## src/rtl/rc4_task_sequencer.sv

```systemverilog
// rtl/rc4_task_sequencer.sv - RC4 task sequencer and S-memory arbiter
// Purpose:
//   Runs the three S-memory tasks in fixed order (init, key-schedule shuffle,
//   PRGA) through start/fin handshakes. Only the active task reaches the
//   single-port S memory. A watchdog traps a task that never finishes.
// Ports:
//   clk, rst                  clock, synchronous active-high reset
//   start                     begin a full sequence (honoured in IDLE only)
//   init/shuf/prga_start      1-cycle start pulse to each task FSM
//   init/shuf/prga_fin        fin strobe from each task FSM
//   init/shuf/prga_addr/data/wren  per-task S-memory request
//   mem_addr/mem_data/mem_wren     muxed S-memory request
//   owner                     00 none, 01 init, 10 shuffle, 11 prga
//   busy                      high from INIT_GO through PRGA_WAIT
//   done                      1-cycle strobe on sequence completion
//   err, err_task             sticky timeout flag, owner code of stuck task
module rc4_task_sequencer #(
  parameter int ADDR_W  = 8,
  parameter int DATA_W  = 8,
  parameter int TIMEOUT = 4096
) (
  input  logic              clk,
  input  logic              rst,
  input  logic              start,
  output logic              init_start,
  input  logic              init_fin,
  output logic              shuf_start,
  input  logic              shuf_fin,
  output logic              prga_start,
  input  logic              prga_fin,
  input  logic [ADDR_W-1:0] init_addr,
  input  logic [ADDR_W-1:0] shuf_addr,
  input  logic [ADDR_W-1:0] prga_addr,
  input  logic [DATA_W-1:0] init_data,
  input  logic [DATA_W-1:0] shuf_data,
  input  logic [DATA_W-1:0] prga_data,
  input  logic              init_wren,
  input  logic              shuf_wren,
  input  logic              prga_wren,
  output logic [ADDR_W-1:0] mem_addr,
  output logic [DATA_W-1:0] mem_data,
  output logic              mem_wren,
  output logic [1:0]        owner,
  output logic              busy,
  output logic              done,
  output logic              err,
  output logic [1:0]        err_task
);

  typedef enum logic [3:0] {
    S_IDLE, S_INIT_GO, S_INIT_WAIT, S_SHUF_GO, S_SHUF_WAIT,
    S_PRGA_GO, S_PRGA_WAIT, S_DONE, S_ERR
  } state_t;

  localparam logic [1:0]  OWN_NONE  = 2'b00;
  localparam logic [1:0]  OWN_INIT  = 2'b01;
  localparam logic [1:0]  OWN_SHUF  = 2'b10;
  localparam logic [1:0]  OWN_PRGA  = 2'b11;
  localparam logic [15:0] WDOG_LAST = 16'(TIMEOUT - 1);

  state_t      state_q, state_d;
  logic [15:0] wdog_q;
  logic [1:0]  owner_q;
  logic        init_start_q, shuf_start_q, prga_start_q;
  logic        busy_q, done_q, err_q;
  logic [1:0]  err_task_q;
  logic        waiting;
  logic        timed_out;

  assign waiting   = (state_q == S_INIT_WAIT) || (state_q == S_SHUF_WAIT) ||
                     (state_q == S_PRGA_WAIT);
  assign timed_out = (wdog_q == WDOG_LAST);

  // Next state. In a WAIT state the fin check comes first so a fin arriving
  // on the timeout cycle still completes the task.
  always_comb begin
    state_d = state_q;
    case (state_q)
      S_IDLE:      if (start) state_d = S_INIT_GO;
      S_INIT_GO:   state_d = S_INIT_WAIT;
      S_INIT_WAIT: if (init_fin) state_d = S_SHUF_GO;
                   else if (timed_out) state_d = S_ERR;
      S_SHUF_GO:   state_d = S_SHUF_WAIT;
      S_SHUF_WAIT: if (shuf_fin) state_d = S_PRGA_GO;
                   else if (timed_out) state_d = S_ERR;
      S_PRGA_GO:   state_d = S_PRGA_WAIT;
      S_PRGA_WAIT: if (prga_fin) state_d = S_DONE;
                   else if (timed_out) state_d = S_ERR;
      S_DONE:      state_d = S_IDLE;
      S_ERR:       state_d = S_ERR;
      default:     state_d = S_IDLE;
    endcase
  end

  // Outputs are registered decodes of the next state, so each one is valid
  // in exactly the cycle the FSM occupies the matching state. owner switching
  // on GO entry lets the task's first address reach memory immediately.
  always_ff @(posedge clk) begin
    if (rst) begin
      state_q      <= S_IDLE;
      wdog_q       <= '0;
      owner_q      <= OWN_NONE;
      init_start_q <= 1'b0;
      shuf_start_q <= 1'b0;
      prga_start_q <= 1'b0;
      busy_q       <= 1'b0;
      done_q       <= 1'b0;
      err_q        <= 1'b0;
      err_task_q   <= OWN_NONE;
    end else begin
      state_q <= state_d;
      // Cleared outside WAIT, so every WAIT starts counting from zero.
      if (waiting) begin
        if (wdog_q != 16'hFFFF) wdog_q <= wdog_q + 16'd1;
      end else begin
        wdog_q <= '0;
      end
      init_start_q <= (state_d == S_INIT_GO);
      shuf_start_q <= (state_d == S_SHUF_GO);
      prga_start_q <= (state_d == S_PRGA_GO);
      busy_q       <= (state_d != S_IDLE) && (state_d != S_DONE) &&
                      (state_d != S_ERR);
      done_q       <= (state_d == S_DONE);
      err_q        <= (state_d == S_ERR);
      if ((state_d == S_ERR) && (state_q != S_ERR)) err_task_q <= owner_q;
      case (state_d)
        S_INIT_GO, S_INIT_WAIT: owner_q <= OWN_INIT;
        S_SHUF_GO, S_SHUF_WAIT: owner_q <= OWN_SHUF;
        S_PRGA_GO, S_PRGA_WAIT: owner_q <= OWN_PRGA;
        default:                owner_q <= OWN_NONE;
      endcase
    end
  end

  // Memory mux: non-owning tasks are fully masked.
  always_comb begin
    mem_addr = '0;
    mem_data = '0;
    mem_wren = 1'b0;
    case (owner_q)
      OWN_INIT: begin
        mem_addr = init_addr;
        mem_data = init_data;
        mem_wren = init_wren;
      end
      OWN_SHUF: begin
        mem_addr = shuf_addr;
        mem_data = shuf_data;
        mem_wren = shuf_wren;
      end
      OWN_PRGA: begin
        mem_addr = prga_addr;
        mem_data = prga_data;
        mem_wren = prga_wren;
      end
      default: ;
    endcase
  end

  assign init_start = init_start_q;
  assign shuf_start = shuf_start_q;
  assign prga_start = prga_start_q;
  assign owner      = owner_q;
  assign busy       = busy_q;
  assign done       = done_q;
  assign err        = err_q;
  assign err_task   = err_task_q;

endmodule

```

## config.mk

```make
export PLATFORM = sky130hd
export DESIGN_NAME = rc4_task_sequencer
export DESIGN_NICKNAME = d
export VERILOG_FILES = /design/src/rtl/rc4_task_sequencer.sv
export SDC_FILE = /design/constraint.sdc
export NUM_CORES = 1
export LEC_CHECK = 0
export CAP_MARGIN = 15
export CORE_MARGIN = 1
export CORE_UTILIZATION = 44
export CTS_CLUSTER_DIAMETER = 80
export DETAILED_ROUTE_END_ITERATION = 6
export HOLD_SLACK_MARGIN = 0.03
export PLACE_DENSITY = 0.85
export SYNTH_ARGS = -nofsm -noshare
export SYNTH_HDL_FRONTEND = slang
export SYNTH_SLANG_ARGS = --single-unit
export TNS_END_PERCENT = 100
```

## constraint.sdc

```tcl
create_clock -name clk -period 5.9 [get_ports clk]
set_input_delay 1.18 -clock clk [delete_from_list [all_inputs] [get_ports clk]]
set_output_delay 1.18 -clock clk [all_outputs]
set_load 0.02 [all_outputs]
```

==> Yosys cells after proc, flatten, opt, wreduce, memory -nomap -nowiden <==
Index checks and enable logic that the tools add are counted.
{ "totals": {"latch_bits": 0, "memories": 0, "output_inout_bits": 27, "elab_cells": 56, "regBits": 30, "ram_bits": 0, "rom_bits": 0, "inputBits": 57} }
{ "op_classes": {"n_bitwise": 1, "div_mod_pow": 0, "magnitude_cmp": 0, "add_sub_neg": 1, "eq_ne": 23, "multipliers": 0, "shifts": 0, "n_mux": 10, "n_reduce_logical": 11} }
{ "op_table": {"columns": ["operator", "count"], "rows": [
  ["8-bit one-hot mux with 3 select lines", 2],
  ["4-bit one-hot mux with 8 select lines", 1],
  ["4-bit by 3-bit == test with 1-bit output, second input constant", 7],
  ["4-bit two-way mux", 5],
  ["16-bit by 1-bit adder with 16-bit output, second input constant", 1],
  ["16-bit by 12-bit == test with 1-bit output, second input constant", 1],
  ["4-bit by 2-bit == test with 1-bit output, second input constant", 4],
  ["16-bit != test, second input constant", 1],
  ["4-bit by 1-bit == test with 1-bit output, second input constant", 2],
  ["4-bit == test, second input constant", 2],
  ["4-bit != test, second input constant", 2],
  ["2-bit OR reduction", 4],
  ["2-bit one-hot mux with 3 select lines", 1],
  ["2-bit == test, second input constant", 2],
  ["4-bit zero test", 1],
  ["4-bit by 3-bit != test with 1-bit output, second input constant", 1],
  ["4-bit nonzero test", 1],
  ["1-bit logical AND", 3],
  ["1-bit one-hot mux with 3 select lines", 1],
  ["2-bit by 1-bit == test with 1-bit output, second input constant", 1],
  ["1-bit logical OR", 2],
  ["1-bit inverter", 1]
]} }

==> Longest topological paths before layout <==
Gate-level depths: netlist of the first run.
{ "depth": {"depth_word": 7, "ltp_mapped": 8, "mapped_depth_nobuf": 6} }

==> Worst setup path after synthesis of the first run <==
Ideal clock, no wire load.
{ "synth_timing": {"kind": "reg-to-output", "start": "register owner_q[0], in the netlist owner[0]", "end": "output port mem_addr[7]", "arrival_ns": 1.742, "slack_ns": 2.978, "stages_incl_launch_ff": 6, "required_ns": 4.720, "n_path_buf": 3, "cell_sequence": "dfxtp_1 -> clkbuf_1 -> nor2b_1 -> clkbuf_1 -> clkbuf_1 -> a22o_1"} }
{ "synth_via": {"elab_chain_cells": 2, "elab_cells_between_ends": 4, "classes_between": "eq/ne: 3; mux: 1"} }
{ "synth_rtl": {"columns": ["item", "line_no", "source"], "rows": [
  ["start: declaration", "63", "logic [1:0] owner_q;"],
  ["start signal: assignment", "102", "owner_q <= OWN_NONE;"],
  ["start signal: assignment", "127", "S_INIT_GO, S_INIT_WAIT: owner_q <= OWN_INIT;"],
  ["start signal: assignment", "128", "S_SHUF_GO, S_SHUF_WAIT: owner_q <= OWN_SHUF;"],
  ["2-bit == test / 2-bit by 1-bit == test with 1-bit output (equally long branches)", "140", "case (owner_q)"],
  ["8-bit one-hot mux with 3 select lines *", "140", null],
  ["end: declaration", "40", "output logic [ADDR_W-1:0] mem_addr,"]
]} }
Mark *: on every way between the ends. The rest lies on a longest branch, timed or not.

==> Worst setup path after layout of the first run <==
{ "layout_timing": {"start": "input port prga_data[4]", "end": "output port mem_data[4]"} }
{ "layout_via": {"elab_chain_cells": 1} }
{ "layout_rtl": {"columns": ["item", "line_no", "source"], "rows": [
  ["start: declaration", "36", "input logic [DATA_W-1:0] prga_data,"],
  ["8-bit one-hot mux with 3 select lines", "140", null],
  ["end: declaration", "41", "output logic [DATA_W-1:0] mem_data,"]
]} }
No other way between the ends.

==> metrics.md, run 1 <==
| Metric | Value |
|---|---|
| Status | finished clean |
| Distinct cells, synth | 47 |
| Req. time, crit path | 4720 ps |
| Slew Limit Headroom | 28.58% |
| Max_cap viols | 0 |
| Post-Syn Area per Cell | 8.902 um2 |
| Final Skew | 4.593 ps |
| Worst hold path class | flop to flop |
| Worst-Skew Late Latency | 270 ps |
| TritonCTS buffer count | 5 |
| Detailed router's first-iteration violation count | 88 |
| Slew at the pin with the worst max-slew slack | approximately 1100 ps |
| Synthesized net count | 258 |
| Sink Count | 30 |
| CTS root buf | clkbuf_8 |
| Setup TNS | 0 ps |
| Count of input and output buffers | between 80 and 90 |
| Max FO, Critical Path | 1 |
| FFs w/ async S/R, synth | 0% |
| Vias in the first global route | 1661 |
| EDFF count, synth | 0 |
| Hold Vio Cnt, Final | 0 |
| Dpl cell area | 2604 um2 |
| Worst-path clk slew | 60 ps |
| Drt via density | ~5.6 |
| Fin nets | between 300 and 400 |
| DRT Wirelength | 5020 um |
| CTS H-Tree Depth | 2 |
| Die Area | 4305 um2 |
| Sequential area share after synthesis | approximately 34% |
| PwrDens | 257.1 nW/um2 |
| Hold bufs inserted after CTS | 0 |
| Floorplan row count | 22 |
| Design area | 2703 um2 |
| # fillers | 307 |
| Peak VDD IR | 0.1853 mV |
| Number of synthesized register bits | 30 |
| GRT Residual Overflow | 0 |
| Wire per inst | about 15 um |
| Cells after synthesis | 200 |
| Post CTS Setup Buffer Count | 0 |
| Post-CTS Resized | 0 |
| Die X | roughly 66 um |
| GRT Overall Usage | 23.92% |
| Layout cells sized above 1 | roughly an eighth |
| ANT nets after route | 0 |
| Critical Path Source Type | input port |
| Final period util | 63.65% |
| CP Class | input port to output pin |
| CTS tree | done |
| I/O pin total | 84 |
| RSZ-0062 raised after global routing | false |
| CP Data Arrival Time | about 2600 ps |
| DRC violations left | 0 |
| Via count | between 1500 and 2000 |
| Slew Limit Fails | 0 |
| Synthesis Warnings | 0 |
| Core area | 3771 um2 |
| CP Capture Type | output pin |
| Largest net degree at the start of global routing | 21 |
| Post-route minimum period | between 3000 and 4000 ps |
| Final setup fails | 0 |
| Post-synth top area share | between 30% and 40% |
| Placer congestion estimate | 0.7869 |
| First-pass GRT wire length | 7962 um |
| Die Ht | roughly 66 um |
| Post-DP HPWL | about 3700 um |
| Area growth from synthesis to layout | 51.79% |
| Initial antenna violation count | 0 |
| Fmax | around 270 MHz |
| Post-Syn Area | 1780 um2 |
| Synth area leader | dfxtp_1 |
| Antenna diode count | 0 |
| Starting Density | a little under half |
| Top FF cell, synth | dfxtp_1 |
| Top post-synthesis cells by area | dfxtp_1 (34%), mux2_2 (11%), a22o_1 (8.4%), a21oi_1 (3.7%), nor3_1 (2.5%) |
| Lkg Pwr | approximately 0.00099 uW |
| Clock buffer depth | 2 |
| First-pass detailed-route iteration total | 4 |
-- final timing paths --
kind | startpoint | end | slack, ps | depth (start not counted)
hold / removal | wdog_q[1] | wdog_q[1] | 500 | 2
hold reg to reg | wdog_q[1] | wdog_q[1] | 500 | 2
setup / recovery | prga_data[4] | mem_data[4] | 2140 | 4
setup reg to reg | wdog_q[0] | prga_start | 3750 | 6
-- routing by layer --
layer | routed length [um] | up-vias | global-route usage, %
met3 | 353 | 2 | 5.556
met2 | 2471 | 69 | 41.62
met5 | 0 | - | 0
met1 | 2174 | 840 | 30.15
li1 | - | 908 | -
met4 | 21 | 0 | 4.076
-- registers in the layout, indices dropped and copies added, names as in the netlist --
name        flops
wdog_q         16
done            1
init_start      1
err_task        2
state_q         4
busy            1
owner           2
shuf_start      1
prga_start      1
err             1
-- report_power, final --
group / internal, uW / switching (uW)
Sequential: 216 / 34.5
Combinational: 162 / 118
Clock: 93.9 / 70.7
-- cells in the mapped netlist (all sizes together), types with 2 or more instances --
cell,number
dfxtp,30
a21oi,13
buf,6
mux2i,3
xor2,3
nor3b,3
a31oi,4
inv,4
nand4,8
o21ai,8
nand2,12
and4,3
nor2,12
a22o,17
mux2,18
nor4,2
or4,2
nor3,9
o21bai,2
nand2b,2
nor2b,2
clkbuf,9
a211oi,2
nand3,5
and3,2
or3,6
-- worst max-delay path, stage by stage --
cell,delay (ps)
clkdlybuf4s50_1,410
mux2_2,270
a22o_1,180
clkdlybuf4s50_1,540
-- metrics by stage --
stage	hold slack [ps]	worst slack [ps]	util, %	total power [uW]	std cells
2_1_floorplan	462.5	2978	-	405.8	200
3_3_place_gp	473.9	2146	69.04	530.2	317
3_5_place_dp	486.2	2135	69.04	533.2	317
4_1_cts	498.9	2139	71.47	696.6	325
5_1_grt	527.3	2095	71.67	732.4	326
6_report	495.9	2144	71.67	694.9	326
-- layout make-up --
| cell class | instances | area (um2) | share of cell area (%) |
|---|---|---|---|
| clock inverter | 1 | 5.005 | 0.1852 |
| sequential | 30 | 600.6 | 22.22 |
| multi-input combinational | 151 | 1090 | 40.32 |
| timing repair buffer | 85 | 845.8 | 31.30 |
| inverter | 4 | 15.01 | 0.5556 |
| clock buffer | 7 | 86.33 | 3.194 |
| tap | 48 | 60.06 | 2.222 |
-- cells by family after synthesis --
group                    after synthesis  share of synthesized area (%)
AND/OR/NAND/NOR                       72                          24.45
adder cells (fa/ha/maj)                1                         0.7026
buffers and inverters                 19                          5.059
AO/OA/AOI/OAI                         53                          21.01
XOR/XNOR                               4                          1.968
flip-flops                            30                          33.73
multiplexers                          21                          13.07
-- cells in the final DEF (no fill, tap or decap), drive strengths merged, types with 3 or more instances in the layout --
cell type	n
clkdlybuf4s50	83
dfxtp	30
mux2	18
a22o	17
a21oi	13
nand2	12
nor2	12
nor3	9
nand4	8
o21ai	8
clkbuf	7
or3	6
nand3	5
inv	4
a31oi	4
xor2	3
nor3b	3
mux2i	3
and4	3
Note: power is estimated with default switching activity, not from simulation.
==> inputs of run 2 (changes only) <==
--- a/config.mk
+++ b/config.mk
@@ -7,11 +7,11 @@
 export LEC_CHECK = 0
 export CAP_MARGIN = 15
 export CORE_MARGIN = 1
-export CORE_UTILIZATION = 44
+export CORE_UTILIZATION = 41
 export CTS_CLUSTER_DIAMETER = 80
 export DETAILED_ROUTE_END_ITERATION = 6
 export HOLD_SLACK_MARGIN = 0.03
-export PLACE_DENSITY = 0.85
+export PLACE_DENSITY = 0.8
 export SYNTH_ARGS = -nofsm -noshare
 export SYNTH_HDL_FRONTEND = slang
 export SYNTH_SLANG_ARGS = --single-unit
==> constraint.sdc (replaced) <==
create_clock -name clk -period 3.7 [get_ports clk]
set_input_delay 0.74 -clock clk [delete_from_list [all_inputs] [get_ports clk]]
set_output_delay 0.74 -clock clk [all_outputs]
set_load 0.02 [all_outputs]
==> run 2 against run 1 <==
Global-route usage down 3.5 points; register-to-register slack worse by 2200 ps; power is 60% higher; clock skew up 1.1 ps; sequential power is 47% higher; core utilization fell by 5.3 points; clock power grew 56%; largest cell class unchanged.
==> metrics.md, run 2 (synthesis results as in run 1) <==
| Metric | Value |
|---|---|
| Reg power frac | 33.1% |
| Drt via density | 5.573 |
| Most frequent CP cell | clkdlybuf4s50_1 |
| Slew at the pin with the worst max-slew slack | 1051 ps |
| Slowest CP cell | clkdlybuf4s50_1 |
| Area occupied by multi-input gates | about 1100 um2 |
| Largest net degree at the start of global routing | 21 |
| TritonCTS buffer count | 5 |
| Fmax | ~350 MHz |
| CTS tree | done |
| Logic pwr share | ~44% |
| Count of input and output buffers | just over 80 |
| Worst R2R Setup Slack | 1530 ps |
| Worst-path clk slew | 60 ps |
| Clock power share | 23.1% |
| DRC violations left | 0 |
| GRT Residual Overflow | 0 |
| Post-CTS Resized | 0 |
| CTS root buf | clkbuf_8 |
| FF-to-FF path depth | 6 |
| First-pass GRT wire length | 6982 um |
| Post-place setup slack | 815.3 ps |
| Crit Reg-Reg Endpoint | owner[0] |
| Slew Limit Fails | 0 |
| Post CTS Setup Buffer Count | 0 |
| # fillers | 354 |
| Busiest grt layer | met2 |
| First-pass detailed-route iteration total | 4 |
| I/O pin total | 84 |
| CP Cell Sequence | clkdlybuf4s50_1 > mux2_2 > a22o_1 > clkdlybuf4s50_1 |
| Final period util | about four fifths |
| Commonest non-fill, non-tap cell in the layout | clkdlybuf4s50_1 |
| PwrDens | 410.1 nW/um2 |
| Setup slack after layout | approximately 800 ps |
| Commonest cells after routing, fill and taps aside | clkdlybuf4s50_1 (83), dfxtp_1 (30), mux2_2 (18) |
| CTS H-Tree Depth | 2 |
| Lkg Pwr | 0.0009922 uW |
| Cell family with most CP delay | buffers and inverters |
| Sink Count | 30 |
| RSZ-0062 raised after global routing | false |
| Max incr delay on CP | around 530 ps |
| Antenna diode count | 0 |
| Met2 global-route usage | about 33% |
| Seq. cell area | between 600 and 700 um2 |
| Post-DP HPWL | 3650 um |
| Routing usage on met1 | 25.88% |
| Int Pwr | 751.3 uW |
| Post-route minimum period | around 2900 ps |
| Initial antenna violation count | 0 |
| Vias in the first global route | roughly 1500 |
| Wire per inst | 14.88 um |
| Top reg by flops | wdog_q |
| ANT nets after route | 0 |
| DRT Wirelength | between 4000 and 5000 um |
| Critical Path Source Type | input port |
| CP Class | input port to output pin |
| Status | finished clean |
| Largest regs | wdog_q x16, state_q x4 |
| Max_cap viols | 0 |
| Worst Hold Endpoint | wdog_q[1] |
| Max reg flops | 16 |
| Hold_ws | 495.6 ps |
| Slew Limit Headroom | 29.35% |
| Placer congestion estimate | around 0.8 |
| Sw Share | 32.43% |
| Hold Vio Cnt, Final | 0 |
| Worst-Skew Late Latency | 280 ps |
| CP Data Arrival Time | 2150 ps |
| Max FO, Critical Path | 1 |
| Final setup fails | 0 |
| CP Capture Type | output pin |
| RR Startpoint | wdog_q[0] |
| Detailed router's first-iteration violation count | 73 |
| Fin nets | 337 |
| Net switching power | 360.6 uW |
| GRT Overall Usage | about a fifth |
| Worst hold stages | 2 |
| Setup TNS | 0 ps |
| Hold wc startpoint | wdog_q[1] |
| Die Area | around 4600 um2 |
| Starting Density | 43.57% |
| Hold bufs inserted after CTS | 0 |
| Via count | 1828 |
| Core area | 4086 um2 |
| Die Ht | 67.90 um |
| Worst hold path class | flop to flop |
| Global-route track usage on met3 | 5.833% |
| Req. time, crit path | 2960 ps |
| Clock buffer depth | 2 |
| Layout cells sized above 1 | 12.59% |
| Floorplan row count | 23 |
| Area growth from synthesis to layout | 52.28% |
| Final Skew | ~5.7 ps |
| Die X | 67.90 um |
| Worst path bufs/invs | 2 |
| Peak VDD IR | around 0.32 mV |
[run 2: cell types whose count changed in the layout (fill, tap and decap cells not counted)]
| cell | previous run | this run |
|---|---|---|
| buf_4 | 2 | 4 |
| clkbuf_1 | 1 | 0 |
| clkinv_2 | 1 | 0 |
[run 2: worst max-delay path by stage]
stage                  from           to  slack [ps]  depth (start not counted)
2_1_floorplan      owner[0]  mem_addr[7]        1220                          5
3_3_place_gp   prga_data[6]  mem_data[6]         830                          4
3_5_place_dp   prga_data[6]  mem_data[6]         820                          4
4_1_cts        prga_data[6]  mem_data[6]         810                          4
5_1_grt        shuf_data[6]  mem_data[6]         770                          4
6_report       prga_data[6]  mem_data[6]         810                          4
[run 2: final cells by class]
cell class              instances  area share [%]
multi-input cells             151           40.19
repair buffers                 87           31.75
flip-flops and latches         30           22.15
clock buffers                   6           3.046
well taps                      50           2.307
inverters                       4          0.5538
[run 2: worst reg2reg max path, delay by kind of cell, from the launching register on]
kind                       cells  cell delay [ps]
AOI/OAI and AO/OA              3              900
and+or+nand+nor                2              500
DFF                            1              390
adders and majority gates      1              250
[run 2: power by group through the flow]
stage | Clock (uW) | Sequential [uW] | Combinational [uW]
finish | 257 | 368 | 487
global placement | 0 | 373 | 479
detailed placement | 0 | 374 | 484
CTS | 262 | 367 | 487
global route | 282 | 371 | 521
floorplan | 0 | 377 | 270
[run 2: metal layers]
layer / routed length (um) / part of all wire, %
met5: 0 / 0
met2: 2296 / 47
met3: 440 / 9.0
met1: 2122 / 43
met4: 22 / 0.45
[run 2: through the flow]
stage	instance area, um2	std cells	power (uW)	utilization (%)
after floorplan	1780	200	647.0	-
after global placement	2621	321	851.9	64.15
after detailed placement	2621	321	857.9	64.15
after CTS	2704	327	1116	66.17
after global routing	2711	328	1173	66.35
final	2711	328	1112	66.35
==> inputs of run 3 (changes only) <==
==> constraint.sdc (replaced) <==
create_clock -name clk -period 2.7 [get_ports clk]
set_input_delay 0.54 -clock clk [delete_from_list [all_inputs] [get_ports clk]]
set_output_delay 0.54 -clock clk [all_outputs]
set_load 0.02 [all_outputs]
==> run 3 against run 2 <==
Register-to-register slack worse by 970 ps; sequential power up 39%; sequential share of layout area down 0.46 points; critical path depth up 1; first-iteration DRC count down 32%; power up 44%; via count up 0.98%; worst hold slack worse by 6.4 ps; core utilization up 1.6 points; critical endpoint is now mem_data[2]; highest routed layer unchanged.
==> metrics.md, run 3 (synthesis results as in run 1) <==
| Metric | Value |
|---|---|
| Status | finished clean |
| Initial antenna violation count | 0 |
| Antenna diode count | 0 |
| Critical Path Source Type | flop |
| CTS tree | done |
| Cell family with most CP delay | buffers and inverters |
| Post-layout total power | between 1500 and 2000 uW |
| ANT nets after route | 0 |
| Top reg by flops | wdog_q |
| Met2 global-route usage | 37.75% |
| Drt via density | 5.544 |
| CTS root buf | clkbuf_8 |
| Core area | 4086 um2 |
| Worst-path clk slew | 60 ps |
| Setup TNS | 0 ps |
| Floorplan row count | 23 |
| Int Pwr | ~1100 uW |
| Max FO, Critical Path | 17 |
| Slew at the pin with the worst max-slew slack | around 490 ps |
| Detailed router's first-iteration violation count | 50 |
| Die X | slightly below 70 um |
| Fin nets | 340 |
| Busiest grt layer | met2 |
| TritonCTS buffer count | 5 |
| DRC violations left | 0 |
| Commonest cells after routing, fill and taps aside | clkdlybuf4s50_1 (83), dfxtp_1 (29), mux2_2 (18) |
| Via count | 1846 |
| Max reg flops | 16 |
| Worst hold stages | 2 |
| Hold Vio Cnt, Final | 0 |
| Hold bufs inserted after CTS | 0 |
| Count of input and output buffers | 83 |
| CP Capture Type | output pin |
| Layout cells sized above 1 | 14.49% |
| Largest regs | wdog_q x16, state_q x4 |
| Post-DP HPWL | 3887 um |
| Routing usage on met1 | 26.56% |
| Slew Limit Headroom | 67.11% |
| Die Ht | 67.90 um |
| First-pass detailed-route iteration total | 4 |
| Clock buffer depth | 2 |
| FF-to-FF path depth | 6 |
| Wire per inst | 15.51 um |
| Lkg Pwr | 0.001026 uW |
| Commonest non-fill, non-tap cell in the layout | clkdlybuf4s50_1 |
| Crit Reg-Reg Endpoint | owner[0] |
| Sink Count | 30 |
| I/O pin total | 84 |
| Worst path bufs/invs | 3 |
| Area growth from synthesis to layout | 55.87% |
| Starting Density | 43.57% |
| Post-CTS Resized | 0 |
| Global-route track usage on met3 | 5.000% |
| Net switching power | between 500 and 600 uW |
| Placer congestion estimate | 0.7954 |
| Reg power frac | between 30% and 40% |
| Worst Hold Endpoint | wdog_q[1] |
| Peak VDD IR | 0.5482 mV |
| Hold wc startpoint | wdog_q[1] |
| Hold_ws | 489.2 ps |
| Slowest CP cell | clkdlybuf4s50_1 |
| First-pass GRT wire length | 7590 um |
| CP Class | flop to output pin |
| CTS H-Tree Depth | 2 |
| Largest net degree at the start of global routing | 20 |
| Die Area | 4610 um2 |
| Vias in the first global route | roughly 1600 |
| Worst R2R Setup Slack | 560 ps |
| Worst hold path class | flop to flop |
| Logic pwr share | 41.8% |
| Final period util | between 90% and 100% |
| Clock power share | 26.3% |
| GRT Overall Usage | 21.98% |
| Max incr delay on CP | ~600 ps |
| # fillers | 339 |
| RSZ-0062 raised after global routing | false |
| Max_cap viols | 0 |
| PwrDens | 577.8 nW/um2 |
| CP Data Arrival Time | about 2000 ps |
| Post-route minimum period | 2535 ps |
| Req. time, crit path | 2160 ps |
| Worst-Skew Late Latency | 280 ps |
| RR Startpoint | wdog_q[0] |
| Final setup fails | 0 |
| DRT Wirelength | 5165 um |
| GRT Residual Overflow | 0 |
| Final Skew | 3.829 ps |
| Post CTS Setup Buffer Count | 0 |
| Sw Share | a little under a third |
| CP Cell Sequence | buf_12 > nor2b_1 > buf_4 > a22o_1 > clkdlybuf4s50_1 |
| Slew Limit Fails | 0 |
| Fmax | 394.4 MHz |
[run 3: how the worst max path moves through the flow]
stage / startpoint / end / slack (ps) / depth (start not counted)
after floorplan: owner[0] / mem_addr[7] / 420 / 5
after global placement: shuf_data[6] / mem_data[6] / 230 / 4
after detailed placement: shuf_data[6] / mem_data[6] / 210 / 4
after CTS: owner[0] / mem_data[2] / 50 / 5
after global routing: owner[0] / mem_addr[1] / 80 / 5
final: owner[0] / mem_data[2] / 160 / 5
[run 3: area by class of cell]
cell class	count	area (um2)	area share (%)
Inverter	4	15.01	0.5410
Timing Repair Buffer	90	895.9	32.28
Clock buffer	8	110.1	3.968
Multi-Input combinational cell	151	1090	39.27
Tap cell	50	62.56	2.254
Sequential cell	30	601.8	21.69
[run 3: power groups by stage]
stage	clock network, uW	registers [uW]	logic, uW
global placement	0	520	666
detailed placement	0	520	673
CTS	429	510	674
finish	421	511	671
global route	447	517	712
floorplan	0	517	370
[run 3: routing by layer]
metal	vias up	wire (um)
li1	921	-
met1	849	2216
met2	71	2418
met3	5	459
met4	0	70
met5	-	0
[run 3: worst register-to-register path, cell delays in order (launching register included)]
cell       delay, ps
dfxtp_1          380
ha_1             250
and3_1           350
nand4_4          160
o2111a_1         290
a211oi_2         400
a2111oi_0        170
[run 3: per-stage QoR]
step	util, %	setup slack (ps)	area [um2]	std cells
after CTS	67.88	45.04	2774	333
after global routing	67.91	78.72	2775	333
final	67.91	164.6	2775	333
after floorplan	-	418.1	1780	200
after detailed placement	65.19	209.2	2664	325
after global placement	65.19	228.1	2664	325
